<file path="config.mk">
export PLATFORM = sky130hd
export DESIGN_NAME = axi_s2mm_interface
export DESIGN_NICKNAME = d
export VERILOG_FILES = /design/src/rtl/axi_s2mm_interface.sv
export SDC_FILE = /design/constraint.sdc
export NUM_CORES = 1
export LEC_CHECK = 0
export BUFFER_PORTS_ARGS = -buffer_cell sky130_fd_sc_hd__buf_2
export CAP_MARGIN = 20
export CORE_UTILIZATION = 50
export CTS_CLUSTER_DIAMETER = 120
export DETAILED_ROUTE_END_ITERATION = 16
export PLACE_DENSITY = 0.73
export REMOVE_ABC_BUFFERS = 1
export SLEW_MARGIN = 20
export SYNTH_ARGS = -nofsm -noshare
export SYNTH_HDL_FRONTEND = slang
export SYNTH_SLANG_ARGS = --single-unit
</file>
<file path="constraint.sdc">
create_clock -name aclk -period 2.2 [get_ports aclk]
set_clock_uncertainty 0.2 [all_clocks]
set_input_delay 0.11 -clock aclk [delete_from_list [all_inputs] [get_ports aclk]]
set_output_delay 0.11 -clock aclk [all_outputs]
set_load 0.005 [all_outputs]
</file>
<file path="src/rtl/axi_s2mm_interface.sv">
`default_nettype none
// ============================================================================
// Module      : axi_s2mm_interface
// Description : Stream-to-register receiver. Captures one frame of 1-4
//               32-bit words from an AXI4-stream slave into DATA0-3 and
//               exposes them, together with CTRL/status, on an AXI4-lite
//               slave.
// Revision    : 1.0 - initial release
// ============================================================================
module axi_s2mm_interface (
    input  logic        aclk,
    input  logic        areset,
    output logic        s_axi_awready,
    input  logic [31:0] s_axi_awaddr,
    input  logic        s_axi_awvalid,
    output logic        s_axi_wready,
    input  logic [31:0] s_axi_wdata,
    input  logic [3:0]  s_axi_wstrb,
    input  logic        s_axi_wvalid,
    input  logic        s_axi_bready,
    output logic [1:0]  s_axi_bresp,
    output logic        s_axi_bvalid,
    output logic        s_axi_arready,
    input  logic [31:0] s_axi_araddr,
    input  logic        s_axi_arvalid,
    input  logic        s_axi_rready,
    output logic [31:0] s_axi_rdata,
    output logic [1:0]  s_axi_rresp,
    output logic        s_axi_rvalid,
    output logic        s_axis_tready,
    input  logic [31:0] s_axis_tdata,
    input  logic        s_axis_tvalid,
    input  logic        s_axis_tlast,
    output logic        en,
    output logic        irq
);

    localparam logic [7:0] c_ADDR_CTRL  = 8'h00;
    localparam logic [7:0] c_ADDR_DATA0 = 8'h04;
    localparam logic [7:0] c_ADDR_DATA1 = 8'h08;
    localparam logic [7:0] c_ADDR_DATA2 = 8'h0C;
    localparam logic [7:0] c_ADDR_DATA3 = 8'h10;

    typedef enum logic [1:0] {WRIDLE = 2'd0, WRDATA = 2'd1, WRRESP = 2'd2} wr_state_t;
    typedef enum logic       {RDIDLE = 1'b0, RDDATA = 1'b1} rd_state_t;
    typedef enum logic [1:0] {S_IDLE = 2'd0, S_RECV = 2'd1, S_FULL = 2'd2} st_state_t;

    wr_state_t   r_wr_state_q, w_wr_state_d;
    rd_state_t   r_rd_state_q, w_rd_state_d;
    st_state_t   r_st_state_q, w_st_state_d;
    logic [7:0]  r_waddr_q, w_waddr_d;
    logic [31:0] r_rdata_q, w_rdata_d;
    logic [2:0]  r_word_q, w_word_d;
    logic        r_en_q, w_en_d;
    logic        r_done_q, w_done_d;
    logic        r_err_q, w_err_d;
    logic [2:0]  r_len_q, w_len_d;
    logic [1:0]  r_ptr_q, w_ptr_d;
    logic [31:0] r_data_q [4];
    logic [31:0] w_data_d [4];

    logic        w_ctrl_wr;
    logic        w_word_ok;
    logic        w_last_slot;
    logic [31:0] w_ctrl_rd;
    logic        w_unused;

    // Only the low address byte and the CTRL byte-1 fields are decoded
    assign w_unused = &{1'b0, s_axi_awaddr[31:8], s_axi_araddr[31:8],
                        s_axi_wdata[31:15], s_axi_wdata[12], s_axi_wdata[7:0],
                        s_axi_wstrb[3:2], s_axi_wstrb[0]};

    assign s_axi_awready = (r_wr_state_q == WRIDLE);
    assign s_axi_wready  = (r_wr_state_q == WRDATA);
    assign s_axi_bvalid  = (r_wr_state_q == WRRESP);
    assign s_axi_bresp   = 2'b00;
    assign s_axi_arready = (r_rd_state_q == RDIDLE);
    assign s_axi_rvalid  = (r_rd_state_q == RDDATA);
    assign s_axi_rresp   = 2'b00;
    assign s_axi_rdata   = r_rdata_q;

    // tready decodes registered state only; dropping EN stops acceptance at once
    assign s_axis_tready = (r_st_state_q == S_RECV) && r_en_q;
    assign en            = r_en_q;
    assign irq           = r_done_q;

    // All CTRL fields live in byte 1, so byte-1 strobe gates every CTRL write
    assign w_ctrl_wr   = (r_wr_state_q == WRDATA) && s_axi_wvalid &&
                         (r_waddr_q == c_ADDR_CTRL) && s_axi_wstrb[1];
    assign w_word_ok   = (r_word_q != 3'd0) && (r_word_q <= 3'd4);
    assign w_last_slot = ({1'b0, r_ptr_q} == (r_len_q - 3'd1));
    assign w_ctrl_rd   = {17'd0, r_err_q, r_done_q, (r_st_state_q == S_RECV),
                          r_en_q, r_word_q, 8'h00};

    // AXI4-lite write channel sequencing: address, then data, then response
    always_comb begin
        w_wr_state_d = r_wr_state_q;
        w_waddr_d    = r_waddr_q;
        case (r_wr_state_q)
            WRIDLE: if (s_axi_awvalid) begin
                w_wr_state_d = WRDATA;
                w_waddr_d    = s_axi_awaddr[7:0];
            end
            WRDATA: if (s_axi_wvalid) w_wr_state_d = WRRESP;
            WRRESP: if (s_axi_bready) w_wr_state_d = WRIDLE;
            default: w_wr_state_d = WRIDLE;
        endcase
    end

    // AXI4-lite read channel: read data captured at the address handshake
    always_comb begin
        w_rd_state_d = r_rd_state_q;
        w_rdata_d    = r_rdata_q;
        case (r_rd_state_q)
            RDIDLE: if (s_axi_arvalid) begin
                w_rd_state_d = RDDATA;
                case (s_axi_araddr[7:0])
                    c_ADDR_CTRL:  w_rdata_d = w_ctrl_rd;
                    c_ADDR_DATA0: w_rdata_d = r_data_q[0];
                    c_ADDR_DATA1: w_rdata_d = r_data_q[1];
                    c_ADDR_DATA2: w_rdata_d = r_data_q[2];
                    c_ADDR_DATA3: w_rdata_d = r_data_q[3];
                    default:      w_rdata_d = 32'h0;
                endcase
            end
            RDDATA: if (s_axi_rready) w_rd_state_d = RDIDLE;
            default: w_rd_state_d = RDIDLE;
        endcase
    end

    // Control register updates and the frame-capture state machine
    always_comb begin
        w_st_state_d = r_st_state_q;
        w_word_d     = r_word_q;
        w_en_d       = r_en_q;
        w_done_d     = r_done_q;
        w_err_d      = r_err_q;
        w_len_d      = r_len_q;
        w_ptr_d      = r_ptr_q;
        for (int i = 0; i < 4; i++) w_data_d[i] = r_data_q[i];

        if (w_ctrl_wr) begin
            w_word_d = s_axi_wdata[10:8];
            w_en_d   = s_axi_wdata[11];
            if (s_axi_wdata[14]) w_err_d = 1'b0;
            // DONE can only be set in RECV, so clearing it only in FULL avoids a collision
            if (s_axi_wdata[13] && (r_st_state_q == S_FULL)) w_done_d = 1'b0;
        end

        case (r_st_state_q)
            S_IDLE: if (r_en_q && !r_done_q && w_word_ok) begin
                w_st_state_d = S_RECV;
                w_len_d      = r_word_q;
                w_ptr_d      = 2'd0;
            end
            S_RECV: begin
                if (!r_en_q) begin
                    w_st_state_d = S_IDLE;
                    w_ptr_d      = 2'd0;
                end else if (s_axis_tvalid) begin
                    w_data_d[r_ptr_q] = s_axis_tdata;
                    if (w_last_slot || s_axis_tlast) begin
                        w_st_state_d = S_FULL;
                        w_done_d     = 1'b1;
                        // Error unless the frame ends exactly on the expected word
                        if (!(w_last_slot && s_axis_tlast)) w_err_d = 1'b1;
                    end else begin
                        w_ptr_d = r_ptr_q + 2'd1;
                    end
                end
            end
            S_FULL: if (!r_done_q) w_st_state_d = S_IDLE;
            default: w_st_state_d = S_IDLE;
        endcase
    end

    // State and register storage
    always_ff @(posedge aclk) begin
        if (areset) begin
            r_wr_state_q <= WRIDLE;
            r_rd_state_q <= RDIDLE;
            r_st_state_q <= S_IDLE;
            r_waddr_q    <= 8'h00;
            r_rdata_q    <= 32'h0;
            r_word_q     <= 3'd0;
            r_en_q       <= 1'b0;
            r_done_q     <= 1'b0;
            r_err_q      <= 1'b0;
            r_len_q      <= 3'd0;
            r_ptr_q      <= 2'd0;
            for (int i = 0; i < 4; i++) r_data_q[i] <= 32'h0;
        end else begin
            r_wr_state_q <= w_wr_state_d;
            r_rd_state_q <= w_rd_state_d;
            r_st_state_q <= w_st_state_d;
            r_waddr_q    <= w_waddr_d;
            r_rdata_q    <= w_rdata_d;
            r_word_q     <= w_word_d;
            r_en_q       <= w_en_d;
            r_done_q     <= w_done_d;
            r_err_q      <= w_err_d;
            r_len_q      <= w_len_d;
            r_ptr_q      <= w_ptr_d;
            for (int i = 0; i < 4; i++) r_data_q[i] <= w_data_d[i];
        end
    end

endmodule
`default_nettype wire

</file>
# After elaboration in Yosys (flattened, before gate mapping)
# Memory sizes are Yosys's and may differ from the RTL's.
# Cells that the tools add are included.
# W data, S select, Z words.
# word_totals
mem_count,1
out_inout_bits,44
ff_bits,56
rom_bits,0
ram_bits,128
latchBits,0
# classes
div,0
n_eq_ne,17
n_shift,0
n_lt_le_gt_ge,3
muxes,45
add_sub_neg,2
bitwise,6
n_reduce_logical,24
mul,0
# mem_list
name,words,word_bits,rd,rd_clocked_by_memory_dff,wr,line,text
r_data_q,4,32,4,0,4,59,logic [31:0] r_data_q [4];
# ops
cell,n
$mux W128,3
$mux W32,5
$pmux W32 S5,1
$bwmux W128,1
$demux W32 S2,1
$mux W2,12
$mux W1,18
$eq A8 B4 Y1 const B,2
$logic_not A8 Y1,2
$pmux W2 S3,2
$logic_and A1 B1 Y1,10
$eq A8 B3 Y1 const B,1
$eq A8 B5 Y1 const B,1
$reduce_and A4 Y1,2
$ne A2 B2 Y1 const B,3
$ne A3 B3 Y1 const B,2
$reduce_and A2 Y1,3
$eq A2 B1 Y1 const B,2
$eq A2 B2 Y1 const B,2
$logic_not A2 Y1,2
$ne A2 B1 Y1 const B,2
$or A1 B1 Y1,4
$pmux W2 S2,1
$eq A2 B3 Y1,1
14 further kinds,14

# Logic depth before layout (Yosys ltp)
# depth
word_depth,10
ltp_mapped,7

# Worst setup path after synthesis
# No wires, ideal clock.
# synth_path
path_kind,register to register
from,register r_len_q[0]
to,register r_ptr_q[1]
path_stages_with_launch,7
required_time_ps,1867
path_slack_ps,358
arrival_time_ps,1509
path_cell_list,dfxtp_1 -> inv_1 -> ha_1 -> xnor2_1 -> o311ai_0 -> or2_2 -> a31oi_1
# synth_via
elab_chain_cells,5
# synth_rtl
element,line,text
start: declaration,57,"logic [2:0] r_len_q, w_len_d;"
start signal: assignment,202,r_len_q <= w_len_d;
$sub A3 B1 Y3,91,"assign w_last_slot = ({1'b0, r_ptr_q} == (r_len_q - 3'd1));"
$eq A2 B3 Y1,91,
$logic_or A1 B1 Y1,162,if (w_last_slot || s_axis_tlast) begin
$ne A3 B3 Y1 (no source line),--,
$reduce_and A4 Y1 (no source line),--,
end signal: assignment,203,r_ptr_q <= w_ptr_d;
end: declaration,58,"logic [1:0] r_ptr_q, w_ptr_d;"
# No other way between the ends.
# A chain may end at the register's enable or synchronous reset.

# Final worst setup path
# layout_path
from,input port areset
to,register r_waddr_q[3]
# layout_lines
element,line,text
start: declaration,12,"input logic areset,"
end signal: assignment,196,r_waddr_q <= w_waddr_d;
end: declaration,51,"logic [7:0] r_waddr_q, w_waddr_d;"
# No word-level cell between the ends.

==> flow_summary.ini <==
[detailed_routing]
dr.pass1.iters = 12
dr.first_iter.drc_count = 779
route.detailed.vias_per_inst = 5.56
route.vias.total = 7134
routed_wire_length_per_instance_um = 16.4
antenna_left = 0
drt_drc_violations_left = 4
routed_wl_um = 21000

[grt]
global_route.usage.total_pct = 26.6
grt_pass1_vias = 6525
grt_first_pass_wirelength_um = 33200
grt-ovfl-total = 0
maximum_number_of_pins_on_one_net_before_global_route_repair = 80
grt_antenna_before_repair = 0

[floorplan]
floorplan.die_area_um2 = 15700
placement_rows = 44
floorplan.die.width_um = 125
die_y_um = 125
effective_utilization_at_floorplan_pct = 51.9
boundaryPins = 185
core_box_area_um2 = 14700

[clock_network]
tritoncts = built
clock_tree.root_cell = sky130_fd_sc_hd__clkbuf_16
cts_post_setup_buffers_inserted = 0
cts.sinks = 184
cts_buffer_depth = 2
clock_tree.htree_level_count = 4
tritoncts.num_buffers = 17
clock_insertion_delay_worst_skew_ns = 0.42
cts.clk_slew.worst_paths_ns = 0.06

[worst_setup_path]
timing.critical_path.fanout_max = 40
regToRegSetupSlack_ns = 0.28
worstPathArrival_ns = 2.17
worst_ep_required_time_ns = 2.30
start_kind = primary input
r2r_cells = 5
crit_path_end_kind = flip-flop
timing_worst_setup_path_type = in2reg

[power]
cellPowerDensity_nw_per_um2 = 706
p_seq_share_pct = 49.6
switching_share_pct = 21.8
cell_internal_pwr_mw = 5.31
share_comb_of_total_power_pct = 6.4
part_of_the_total_power_dissipated_in_the_clock_network_pct = 44.1
peakVddDrop_mv = 0.568
power_switching_mw = 1.48
power.leakage_nw = 3.51

[sta]
grt_setup_unrepaired = false
max-slew-margin-rel_pct = 66.1
finalMaxSlewViolations = 0
finalHoldViolCount = 0
final_period_utilization_pct = 94.0
period_minus_ws_final_ns = 2.07
setup-violations-final = 0
fmax_mhz = 484
actual_slew_at_the_worst_max_slew_pin_ns = 0.508
setup_tns_ns = 0

[status]
run_status = finished with violations
violations = design-rule violations

[synthesis]
synth_cell_type_count = 52
synthCells = 946
synthTopCellsByArea = sky130_fd_sc_hd__dfxtp_1 48%, sky130_fd_sc_hd__nand2_1 15%, sky130_fd_sc_hd__a21oi_1 9.3%, sky130_fd_sc_hd__mux2i_1 5.0%, sky130_fd_sc_hd__clkbuf_1 3.1%
synth.top_cells.by_count = 314 x sky130_fd_sc_hd__nand2_1, 184 x sky130_fd_sc_hd__dfxtp_1, 142 x sky130_fd_sc_hd__a21oi_1, 62 x sky130_fd_sc_hd__clkbuf_1, 38 x sky130_fd_sc_hd__mux2i_1
post_synthesis_area_per_instance_um2 = 8.06
synth.yosys.seq_area_share_pct = 48.3
synth_top_flop_cell = sky130_fd_sc_hd__dfxtp_1
netlist_area_um2 = 7620
synthArstFlopShare_pct = 0
cell_type_with_the_highest_aggregate_area_in_the_netlist = sky130_fd_sc_hd__dfxtp_1
ys_seq_elements = 184
post-synth-top-count-cell = sky130_fd_sc_hd__nand2_1
synth-edff-count = 0
portion_of_synthesized_cell_area_occupied_by_the_leading_cell_type_pct = 48.3
ys.warnings.count = 0

[hold_path]
holdCritPathClass = in2reg
timing.hold.worst_path_depth = 4

[run]
cap_viol_max_count = 0

[place]
detailed_place.area_um2 = 8360
post-dp-hpwl_um = 11500
numPortBuffers = 103
routabilityCongestion = 0.818

[cells_and_area]
layout.cell_area.non_filler_um2 = 9610
layout-drive-gt1-share_pct = 15.8
num-nets-final = 1232
area.growth.synth_to_final_pct = 26.1
antennaDiodeCount = 0
==> cell families (layout without fill, tap and decap cells) <==
logic type               count (synthesis)  count (layout)  share of synthesized area, %
AND/OR/NAND/NOR                        375             375                          20.6
AO/OA/AOI/OAI                          252             252                          19.7
flip-flops                             184             184                          48.3
buffers and inverters                   87             236                          4.97
multiplexers                            38              38                          4.99
adder cells (fa/ha/maj)                  5               5                         0.821
XOR/XNOR                                 4               4                         0.460
other                                    1               4                        0.0492
==> critical path, cell delays in order <==
cell,delay (ns)
sky130_fd_sc_hd__dlygate4sd3_1,0.60
sky130_fd_sc_hd__buf_6,0.29
sky130_fd_sc_hd__buf_16,0.26
sky130_fd_sc_hd__buf_4,0.22
sky130_fd_sc_hd__a21oi_1,0.07
sky130_fd_sc_hd__dlygate4sd3_1,0.59
==> flip-flops by register name, indices dropped and copies added (netlist names) <==
signal / cells
r_wr_state_q: 2
r_err_q: 1
s_axi_rvalid: 1
r_ptr_q: 2
r_data_q: 128
r_st_state_q: 2
r_word_q: 3
en: 1
s_axi_rdata: 32
irq: 1
r_waddr_q: 8
r_len_q: 3
==> layout by cell type, fill, tap and decap left out, drive strengths merged, types with 6 or more instances in the layout <==
| cell | synthesis | final |
|---|---|---|
| dfxtp | 184 | 184 |
| a21oi | 142 | 142 |
| a311oi | 6 | 6 |
| nor2b | 7 | 7 |
| clkbuf | 62 | 24 |
| a22oi | 26 | 26 |
| o2bb2ai | 6 | 6 |
| dlygate4sd3 | 0 | 64 |
| and4b | 7 | 7 |
| buf | 15 | 130 |
| nand2 | 314 | 314 |
| mux2i | 38 | 38 |
| inv | 10 | 10 |
| o21ai | 36 | 36 |
| o22a | 25 | 25 |
| nor2 | 19 | 19 |
==> stage by stage <==
| stage | power, mW | cells | setup slack [ns] | hold WS [ns] | util [%] |
|---|---|---|---|---|---|
| after floorplan | 3.53 | 872 | -0.0816 | -0.0209 | - |
| after global placement | 3.76 | 1186 | 0.255 | 0.0960 | 56.9 |
| after detailed placement | 3.76 | 1186 | 0.245 | 0.110 | 56.9 |
| after CTS | 6.80 | 1281 | 0.0361 | 0.00329 | 65.2 |
| after global routing | 7.02 | 1282 | 0.0846 | 0.0269 | 65.4 |
| final | 6.79 | 1282 | 0.132 | 0.0135 | 65.4 |
==> power by group through the flow <==
stage / Sequential [mW] / Combinational, mW / Clock [mW]
floorplan: 3.44 / 0.0938 / 0
global placement: 3.44 / 0.319 / 0
detailed placement: 3.44 / 0.320 / 0
CTS: 3.37 / 0.411 / 3.02
global route: 3.37 / 0.461 / 3.19
finish: 3.37 / 0.432 / 2.99
==> area by class of cell <==
cell class	count	area [µm²]
fillers	1228	5080
flip-flops and latches	184	3680
multi-input cells	678	3580
repair buffers	195	1510
clock buffers	23	478
well taps	184	230
clock inverters	8	96.3
inverters	10	37.5
==> repair_timing <==
| action | CTS | global route |
|---|---|---|
| resized for setup | 0 | 2 |
| hold buffers | 64 | 0 |
| endpoints found under the setup margin | 0 | 2 |
| hold endpoints to repair | 153 | 0 |
==> routing by layer <==
metal / GRT usage [%] / vias up / share of wire, %
li1: - / 3471 / -
met1: 34.2 / 3386 / 43
met5: 0 / - / 0
met4: 8.03 / 0 / 1.4
met3: 4.96 / 23 / 5.9
met2: 45.2 / 254 / 50
==> final timing paths <==
kind,endpoint,startpoint
hold / removal,s_axi_rdata[13],s_axi_arvalid
setup reg to reg,r_waddr_q[3],r_wr_state_q[0]
hold reg to reg,s_axi_rdata[27],s_axi_rdata[27]
setup / recovery,r_waddr_q[3],areset
No activity file was read; power rests on OpenSTA's default activity.
